==> src/rtl/regwb_pkg.sv <==
// regwb_pkg: shared sizing constants and the queue entry type for the
// register write-back queue (register_writeback and regwb_fifo).
package regwb_pkg;

  localparam int DATA_W = 32;
  localparam int ADDR_W = 5;
  localparam int DEPTH  = 4;

  // Pointer width indexes DEPTH slots; count needs one more bit to reach DEPTH.
  localparam int PTR_W = $clog2(DEPTH);
  localparam int CNT_W = PTR_W + 1;

  typedef struct packed {
    logic [ADDR_W-1:0] addr;
    logic [DATA_W-1:0] data;
  } regwb_entry_t;

endpackage

==> src/rtl/regwb_fifo.sv <==
// regwb_fifo: in-order circular buffer of register write requests.
// Exposes the raw entry array, a per-slot valid mask, the head pointer and
// the occupancy so the parent can build the pending scoreboard and bypass.
// Flush outranks push/pop; reset outranks flush.
module regwb_fifo
  import regwb_pkg::*;
(
  input  logic              clk,
  input  logic              rst_n,
  input  logic              flush,
  input  logic              push,
  input  logic              pop,
  input  regwb_entry_t      push_entry,
  output regwb_entry_t      entries [DEPTH],
  output logic [DEPTH-1:0]  valid,
  output logic [PTR_W-1:0]  head,
  output logic [CNT_W-1:0]  count
);

  regwb_entry_t     mem_q [DEPTH];
  logic [PTR_W-1:0] head_q, head_d;
  logic [PTR_W-1:0] tail_q, tail_d;
  logic [CNT_W-1:0] count_q, count_d;

  // Next-state for pointers and occupancy; pointers wrap naturally at DEPTH.
  always_comb begin
    head_d  = head_q;
    tail_d  = tail_q;
    count_d = count_q;
    if (flush) begin
      head_d  = '0;
      tail_d  = '0;
      count_d = '0;
    end else begin
      if (push) tail_d = tail_q + PTR_W'(1);
      if (pop)  head_d = head_q + PTR_W'(1);
      case ({push, pop})
        2'b10:   count_d = count_q + CNT_W'(1);
        2'b01:   count_d = count_q - CNT_W'(1);
        default: count_d = count_q;
      endcase
    end
  end

  // Control state register with synchronous active-low reset.
  always_ff @(posedge clk) begin
    if (!rst_n) begin
      head_q  <= '0;
      tail_q  <= '0;
      count_q <= '0;
    end else begin
      head_q  <= head_d;
      tail_q  <= tail_d;
      count_q <= count_d;
    end
  end

  // Entry storage: data only, no reset needed since validity comes from count.
  always_ff @(posedge clk) begin
    if (push && !flush) mem_q[tail_q] <= push_entry;
  end

  // A slot is valid when its age relative to head is below the occupancy.
  always_comb begin
    logic [PTR_W-1:0] age;
    age   = '0;
    valid = '0;
    for (int i = 0; i < DEPTH; i++) begin
      age      = PTR_W'(i) - head_q;
      valid[i] = ({1'b0, age} < count_q);
    end
  end

  assign entries = mem_q;
  assign head    = head_q;
  assign count   = count_q;

endmodule

==> src/rtl/register_writeback.sv <==
// register_writeback: buffers write-back requests in an in-order queue and
// drains one per cycle into the register file write port when commit_en is
// high. Exports a pending-write scoreboard for decode stalls.
// Optional macro REGWB_BYPASS_EN builds the youngest-match lookup (lk_hit /
// lk_data); without it those outputs are tied to zero.
module register_writeback
  import regwb_pkg::*;
(
  input  logic                 clk,
  input  logic                 rst_n,
  input  logic                 wr_valid,
  output logic                 wr_ready,
  input  logic [ADDR_W-1:0]    wr_addr,
  input  logic [DATA_W-1:0]    wr_data,
  input  logic                 commit_en,
  input  logic                 flush,
  output logic                 rf_we,
  output logic [ADDR_W-1:0]    rf_waddr,
  output logic [DATA_W-1:0]    rf_wdata,
  output logic [2**ADDR_W-1:0] pending,
  output logic [CNT_W-1:0]     count,
  input  logic [ADDR_W-1:0]    lk_addr,
  output logic                 lk_hit,
  output logic [DATA_W-1:0]    lk_data
);

  regwb_entry_t     entries [DEPTH];
  logic [DEPTH-1:0] valid;
  logic [PTR_W-1:0] head;
  logic [CNT_W-1:0] cnt;
  regwb_entry_t     push_entry;
  logic             push, pop;

  logic             rf_we_q;
  logic [ADDR_W-1:0] rf_waddr_q;
  logic [DATA_W-1:0] rf_wdata_q;

  // Ready depends only on registered occupancy: no push while full, even if
  // a pop happens in the same cycle.
  assign wr_ready = (cnt < CNT_W'(DEPTH));

  // Writes to register 0 complete the handshake but are dropped.
  assign push       = wr_valid && wr_ready && (wr_addr != '0);
  assign pop        = commit_en && (cnt != '0);
  assign push_entry = '{addr: wr_addr, data: wr_data};

  regwb_fifo u_fifo (
    .clk        (clk),
    .rst_n      (rst_n),
    .flush      (flush),
    .push       (push),
    .pop        (pop),
    .push_entry (push_entry),
    .entries    (entries),
    .valid      (valid),
    .head       (head),
    .count      (cnt)
  );

  // Commit register: strobe for one cycle per popped entry, hold index/data.
  always_ff @(posedge clk) begin
    if (!rst_n) begin
      rf_we_q    <= 1'b0;
      rf_waddr_q <= '0;
      rf_wdata_q <= '0;
    end else if (flush) begin
      rf_we_q    <= 1'b0;
    end else begin
      rf_we_q <= pop;
      if (pop) begin
        rf_waddr_q <= entries[head].addr;
        rf_wdata_q <= entries[head].data;
      end
    end
  end

  assign rf_we    = rf_we_q;
  assign rf_waddr = rf_waddr_q;
  assign rf_wdata = rf_wdata_q;
  assign count    = cnt;

  // Scoreboard: one-hot OR of every queued destination; register 0 never set.
  always_comb begin
    pending = '0;
    for (int i = 0; i < DEPTH; i++) begin
      if (valid[i]) pending[entries[i].addr] = 1'b1;
    end
    pending[0] = 1'b0;
  end

`ifdef REGWB_BYPASS_EN
  // Lookup walks oldest to youngest so the last match seen is the youngest.
  always_comb begin
    logic [PTR_W-1:0] idx;
    idx     = '0;
    lk_hit  = 1'b0;
    lk_data = '0;
    for (int k = 0; k < DEPTH; k++) begin
      idx = head + PTR_W'(k);
      if (valid[idx] && (entries[idx].addr == lk_addr) && (lk_addr != '0)) begin
        lk_hit  = 1'b1;
        lk_data = entries[idx].data;
      end
    end
  end
`else
  logic unused_lk;
  assign unused_lk = ^lk_addr;
  assign lk_hit    = 1'b0;
  assign lk_data   = '0;
`endif

endmodule

==> config.mk <==
export PLATFORM = sky130hd
export DESIGN_NAME = register_writeback
export DESIGN_NICKNAME = d
export VERILOG_FILES = /design/src/rtl/regwb_pkg.sv /design/src/rtl/regwb_fifo.sv /design/src/rtl/register_writeback.sv
export SDC_FILE = /design/constraint.sdc
export NUM_CORES = 1
export LEC_CHECK = 0
export CORE_MARGIN = 2
export CORE_UTILIZATION = 53
export CTS_CLUSTER_DIAMETER = 100
export CTS_CLUSTER_SIZE = 25
export DETAILED_ROUTE_END_ITERATION = 12
export PLACE_DENSITY = 0.85
export SLEW_MARGIN = 15
export SYNTH_ARGS = -nofsm -noshare
export SYNTH_HDL_FRONTEND = slang
export SYNTH_HIERARCHICAL = 1
export SYNTH_SLANG_ARGS = --single-unit
export TNS_END_PERCENT = 100
==> constraint.sdc <==
create_clock -name clk -period 2.8 [get_ports clk]
set_input_delay 0.42 -clock clk [delete_from_list [all_inputs] [get_ports clk]]
set_output_delay 0.42 -clock clk [all_outputs]
set_load 0.05 [all_outputs]
Word-level counts from Yosys, hierarchy flattened --
Index checks and enable logic that the tools add are counted.
Word-level totals: register bits after elaboration 193, word-level logic and storage cells 81
Operators by class: add/sub/neg operators 8, magnitude comparators 16, eq/ne operators 2, multiplexer cells 19, bitwise gates (word level) 7, reduce and logical (&&, ||, !) cells 15
Operators by type and width (count):
- 148-bit bitwise mux | 1
- 32-bit 2-to-1 mux | 4
- 37-bit 2-to-1 mux | 3
- 32-bit OR | 3
- 37-bit binary-select mux with 2-bit select | 1
- 37-bit demux with 2-bit select | 1
- 5-bit by 6-bit less-than comparator with 1-bit output (second input constant) | 4
- 1-bit demux with 5-bit select | 4
- 5-bit by 1-bit >= comparator with 1-bit output (second input constant) | 4
- 2-bit by 3-bit less-than comparator with 1-bit output | 4
- 1-bit logical AND | 9
- 3-bit >= comparator (second input constant) | 2
- 2-bit inverter with 3-bit output | 2
- 3-bit case mux with 2 select lines | 1
- 5-bit nonzero test | 1
- 2-bit by 1-bit adder with 2-bit output (second input constant) | 2
- 1-bit 2-to-1 mux | 4
- 1-bit by 2-bit subtractor with 2-bit output (first input constant) | 2
- 2-bit subtractor (first input constant) | 2
- 3-bit by 1-bit adder with 3-bit output (second input constant) | 1
- 3-bit by 1-bit less-than comparator with 1-bit output (second input constant) | 1
- 3-bit less-than comparator (second input constant) | 1
- 3-bit nonzero test | 1
- 3-bit by 1-bit subtractor with 3-bit output (second input constant) | 1
- 7 further kinds | 8

Logic depth before layout (Yosys ltp) --
depth after elaboration 11, mapped depth 10, depth with buffers taken out 9

Modules after synthesis --
The synthesis kept the hierarchy.
Modules (own cells, without submodules):
- regwb_fifo | instances 1, cells an instance 209, area an instance 4957.3 um^2, sequential area each 4584.4 um^2
- register_writeback | instances 1, cells an instance 332, area an instance 3577.2 um^2, sequential area each 760.7 um^2

Least setup slack after synthesis --
OpenSTA, ideal clock, no wires.
path kind reg-to-output, start register u_fifo.count_q[1] (netlist: u_fifo/count[1]), end output pending[24], arrival 2.704 ns, required time 2.380 ns, slack -0.324 ns, cell stages (with the launch flop) 8, cell sequence dfxtp_1 -> inv_1 -> ha_1 -> a21oi_1 -> o21bai_1 -> clkbuf_1 -> nand4b_1 -> o221ai_1
RTL lines:
- start, declared | RTL line regwb_fifo.sv:23 | logic [CNT_W-1:0] count_q, count_d;
- start signal, assigned | RTL line regwb_fifo.sv:54 | count_q <= count_d;
- 2-bit by 3-bit less-than comparator with 1-bit output * | RTL line regwb_fifo.sv:70 | valid[i] = ({1'b0, age} < count_q);
- via valid[1] | RTL line register_writeback.sv:28 | logic [DEPTH-1:0] valid;
- 32-bit 2-to-1 mux * | RTL line register_writeback.sv:86 | if (valid[i]) pending[entries[i].addr] = 1'b1;
- 32-bit OR (no line)
- 32-bit 2-to-1 mux * | RTL line register_writeback.sv:86
- 32-bit OR (no line)
- 32-bit 2-to-1 mux * | RTL line register_writeback.sv:86
- end, declared | RTL line register_writeback.sv:20 | output logic [2**ADDR_W-1:0] pending,
Mark *: on every way through the listed nets, which the timed path passes. The rest lies on a longest branch.

Worst setup path in the final report --
start register u_fifo.head_q[1] (netlist: u_fifo/head[1]), end output pending[16]
Between the ends: word-level cells in the longest chain between the ends 9
Ends and longest elaborated chain:
- start, declared | RTL line regwb_fifo.sv:21 | logic [PTR_W-1:0] head_q, head_d;
- start signal, assigned | RTL line regwb_fifo.sv:48 | head_q <= '0;
- start signal, assigned | RTL line regwb_fifo.sv:52 | head_q <= head_d;
- 1-bit by 2-bit subtractor with 2-bit output * | RTL line regwb_fifo.sv:69 | age = PTR_W'(i) - head_q;
- 2-bit by 3-bit less-than comparator with 1-bit output * | RTL line regwb_fifo.sv:70
- via valid[0] | RTL line register_writeback.sv:28
- 32-bit 2-to-1 mux * | RTL line register_writeback.sv:86
- 32-bit OR (no line)
- 32-bit 2-to-1 mux * | RTL line register_writeback.sv:86
- 32-bit OR (no line)
- 32-bit 2-to-1 mux * | RTL line register_writeback.sv:86
- 32-bit OR (no line)
- 32-bit 2-to-1 mux * | RTL line register_writeback.sv:86
Marked as above.

==> impl_metrics.py <==
metrics = {
    "power_and_ir_drop": {
        "cellLeakagePower_uw": 0.00374,
        "netSwitchingFraction": 0.237,
        "p_per_area_nw_per_um2": 536,
        "internal_power_uw": 4590,
        "p_clk_frac": 0.379,
        "seqPwrFrac": 0.527,
        "ir_worst_vdd_mv": 0.526,
        "p_comb_frac": 0.094,
        "net-switching-power_uw": 1430,
    },
    "global_routing": {
        "grt_pass1_vias": 5638,
        "antenna_found_initial": 0,
        "grt_pass1_wl_um": 32300,
        "grt_util_all_layers": 0.257,
        "grt_max_degree": 39,
        "grt_remaining_overflow": 0,
    },
    "critical_path": {
        "rr_startpoint": "u_fifo/count[2]",
        "startpoint": "u_fifo/head[1]",
        "required_ps": 2380,
        "end_kind": "output port",
        "reg2reg_slack_ps": 480,
        "cp-start-kind": "register",
        "critPathMaxStageDelay_ps": 510,
        "cp.arrival_ps": 2610,
        "cp_max_fo": 4,
        "slowest_stage": "or4b_4",
        "cp_cell_sequence": "xnor2_4, inv_2, ha_4, a21oi_4, or2_4, or4b_4, o22ai_2, a221o_1, buf_12",
        "crit_type": "register to output port",
    },
    "clocking": {
        "tritoncts": "done",
        "cts-buffers-inserted": 17,
        "cts_root_buf": "clkbuf_16",
        "htree_num_levels": 4,
        "clkTransAtPathRegs_ps": 70,
        "cts_hold_buf": 0,
        "clkLatencyLatePin_ps": 440,
        "cts_buffer_depth": 2,
        "clock_sinks": 193,
    },
    "flow_run": {
        "cap_violations": 0,
    },
    "logic_synthesis": {
        "synth_area_um2": 8530,
        "ys_warn_count": 6,
        "yosysSeqAreaShare": 0.626,
        "synthCells": 541,
        "netlist-cell-type-count": 56,
        "syn_area_per_cell_um2": 15.8,
        "synth-async-reset-ratio": 0,
        "synth_ff_type": "edfxtp_1",
        "synth-edff-count": 148,
        "synth_seq_cells": 193,
    },
    "timing": {
        "max-slew-margin-rel": 0.378,
        "skew_ps": 17.8,
        "post-route-min-period_ps": 3030,
        "max_freq_mhz": 330,
        "rsz0062_at_grt": "true",
        "holdWs_ps": 483,
        "period_share": 1.08,
        "setup_viol": 31,
        "finalHoldViolCount": 0,
        "slew_violations": 0,
        "worst_slew_pin_slew_ps": 933,
        "layout_setup_ws_ps": -235,
    },
    "detailed_routing": {
        "drc": 0,
        "via_per_inst": 6.14,
        "post_drt_wl_per_cell_um": 23.4,
        "drt-total-wl_um": 21200,
        "ant_nets": 0,
        "drt-pass1-iter-count": 5,
        "vias": 5576,
        "drtIter0Drc": 525,
    },
    "hold_path": {
        "hold_start": "rf_wdata[31]",
        "hold_class": "register to register",
    },
    "place": {
        "numPortBuffers": 114,
        "place_hpwl_um": 14000,
        "routabilityCongestion": 0.901,
        "place_area_um2": 10000,
    },
    "cells_and_area": {
        "postLayoutCellArea_um2": 11200,
        "diodes": 0,
        "nNetsFinal": 736,
        "fillers": 964,
        "drive_above_1_share": 0.301,
        "areaGrowthSynthToFinish_pct": 31.6,
    },
    "floorplan": {
        "die_h_um": 131,
        "rows": 46,
        "die_width_um": 131,
        "core_area_um2": 15800,
        "io_pins": 154,
        "start_util": 0.539,
        "fp.dieArea_um2": 17100,
    },
    "status": {
        "status": "finished with violations",
        "failed_checks": "negative setup slack",
    },
}
## Yosys cell counts, types with 2 or more instances
| cell type | count | area share |
|---|---|---|
| a32oi_1 | 4 | 0.0041 |
| edfxtp_1 | 148 | 0.52 |
| mux4_1 | 10 | 0.031 |
| nand4b_1 | 8 | 0.0082 |
| a2bb2oi_1 | 2 | 0.0021 |
| a311o_1 | 2 | 0.0023 |
| nor3b_1 | 2 | 0.0018 |
| dfxtp_1 | 45 | 0.11 |
| mux4_2 | 27 | 0.071 |
| ha_1 | 9 | 0.013 |
| a221o_1 | 10 | 0.012 |
| nand4_1 | 4 | 0.0029 |
| or2_2 | 5 | 0.0037 |
| a21oi_1 | 6 | 0.0035 |
| and3b_1 | 4 | 0.0041 |
| nand3_1 | 2 | 0.0012 |
| buf_12 | 2 | 0.0047 |
| a22o_1 | 37 | 0.038 |
| nor2b_1 | 10 | 0.0073 |
| and4b_1 | 3 | 0.0035 |
| nor4b_1 | 4 | 0.0041 |
| o22a_1 | 5 | 0.0051 |
| a22oi_1 | 9 | 0.0079 |
| nand3b_1 | 4 | 0.0035 |
| and4bb_2 | 5 | 0.0073 |
| clkbuf_2 | 2 | 0.0012 |
| o22ai_1 | 12 | 0.0088 |
| nand4bb_1 | 3 | 0.0040 |
| nand2_1 | 10 | 0.0044 |
| nor2_1 | 15 | 0.0066 |
| xor2_1 | 2 | 0.0021 |
| nand2b_1 | 10 | 0.0073 |
| xnor2_1 | 4 | 0.0041 |
| buf_4 | 34 | 0.030 |
| inv_1 | 10 | 0.0044 |
| o221ai_1 | 14 | 0.014 |
| nor4bb_1 | 2 | 0.0023 |
| buf_2 | 13 | 0.0076 |
| clkbuf_1 | 16 | 0.0070 |
| o211ai_1 | 2 | 0.0018 |
| or3_1 | 2 | 0.0015 |
| buf_6 | 5 | 0.0066 |
| and2_1 | 5 | 0.0037 |
## worst max-delay path: cells and delay by family, from the launching register on
kind / cells / cell delay, ps
flops: 1 / 370
compound gates: 3 / 490
xor+xnor: 1 / 180
fa+ha+maj: 1 / 250
simple gates: 2 / 670
buf+inv: 2 / 220
## metal layers
metal  global-route usage  part of all wire  up-vias
met3               0.0578             0.068       47
met4               0.0914             0.025        0
met1                0.321              0.39     2821
met5                    0                 0        -
met2                0.443              0.52      301
li1                     -                 -     2407
## final cells by class
class | count | area, um^2 | area share
flip-flops and latches | 193 | 5350 | 0.477
clock inverters | 10 | 101 | 0.00902
inverters | 10 | 41.3 | 0.00368
multi-input cells | 300 | 3290 | 0.293
clock buffers | 22 | 444 | 0.0395
well taps | 216 | 270 | 0.0241
repair buffers | 157 | 1730 | 0.154
## stage by stage
| step | TNS (ps) | total power [uW] | utilization | worst slack, ps | cells |
|---|---|---|---|---|---|
| 5_1_grt | -6320 | 6200 | 0.710 | -299 | 908 |
| 4_1_cts | -3840 | 6020 | 0.696 | -220 | 902 |
| 2_1_floorplan | 0 | 3590 | - | 2.21 | 574 |
| 3_3_place_gp | -144 | 3720 | 0.633 | -144 | 857 |
| 6_report | -4110 | 6020 | 0.710 | -235 | 908 |
| 3_5_place_dp | -218 | 3740 | 0.633 | -218 | 857 |
## registers in the layout, indices dropped and copies added, names as in the netlist
signal,count
u_fifo/entries,148
rf_wdata,32
rf_waddr,5
u_fifo/count,3
u_fifo/head,2
u_fifo/tail_q,2
rf_we,1
## path summary, 6_finish.rpt
kind | end | cells after the start
max reg2reg | u_fifo/count[2] | 8
max | pending[16] | 9
min reg2reg | rf_wdata[31] | 1
min | rf_wdata[31] | 1
## power by group through the flow
| stage | sequential, uW | combinational (uW) | clock, uW |
|---|---|---|---|
| after floorplan | 3260 | 326 | 0 |
| after global placement | 3230 | 496 | 0 |
| after detailed placement | 3230 | 508 | 0 |
| after CTS | 3170 | 549 | 2310 |
| after global routing | 3170 | 597 | 2430 |
| final | 3170 | 567 | 2280 |
## what timing repair did
item                                   CTS  global route
endpoints found under the hold margin    0             0
pin swaps                               29            25
buffers inserted                        14             6
gates resized for setup                 62            36
setup endpoints to repair               31            31
gates cloned                             1             0
## cells by family after synthesis
logic type | after synthesis | synth area share
xor gates and xnor gates | 6 | 0.00616
and+or+nand+nor | 102 | 0.0815
buffers and inverters | 82 | 0.0614
DFF | 193 | 0.626
adders and majority gates | 10 | 0.0155
other | 1 | 0.000439
muxes | 38 | 0.103
AOI/OAI and AO/OA | 109 | 0.105
## placed cells by master, fill, tap and decap left out, drive strengths merged, types with 12 or more instances in the layout
cell,Yosys,layout
a22o,37,37
o22ai,12,12
clkdlybuf4s50,0,83
dfxtp,45,45
clkbuf,18,24
nor2,15,15
o221ai,14,14
inv,10,14
edfxtp,148,148
mux4,37,37
conb,1,34
buf,54,72
(Power assumes the default switching activity.)
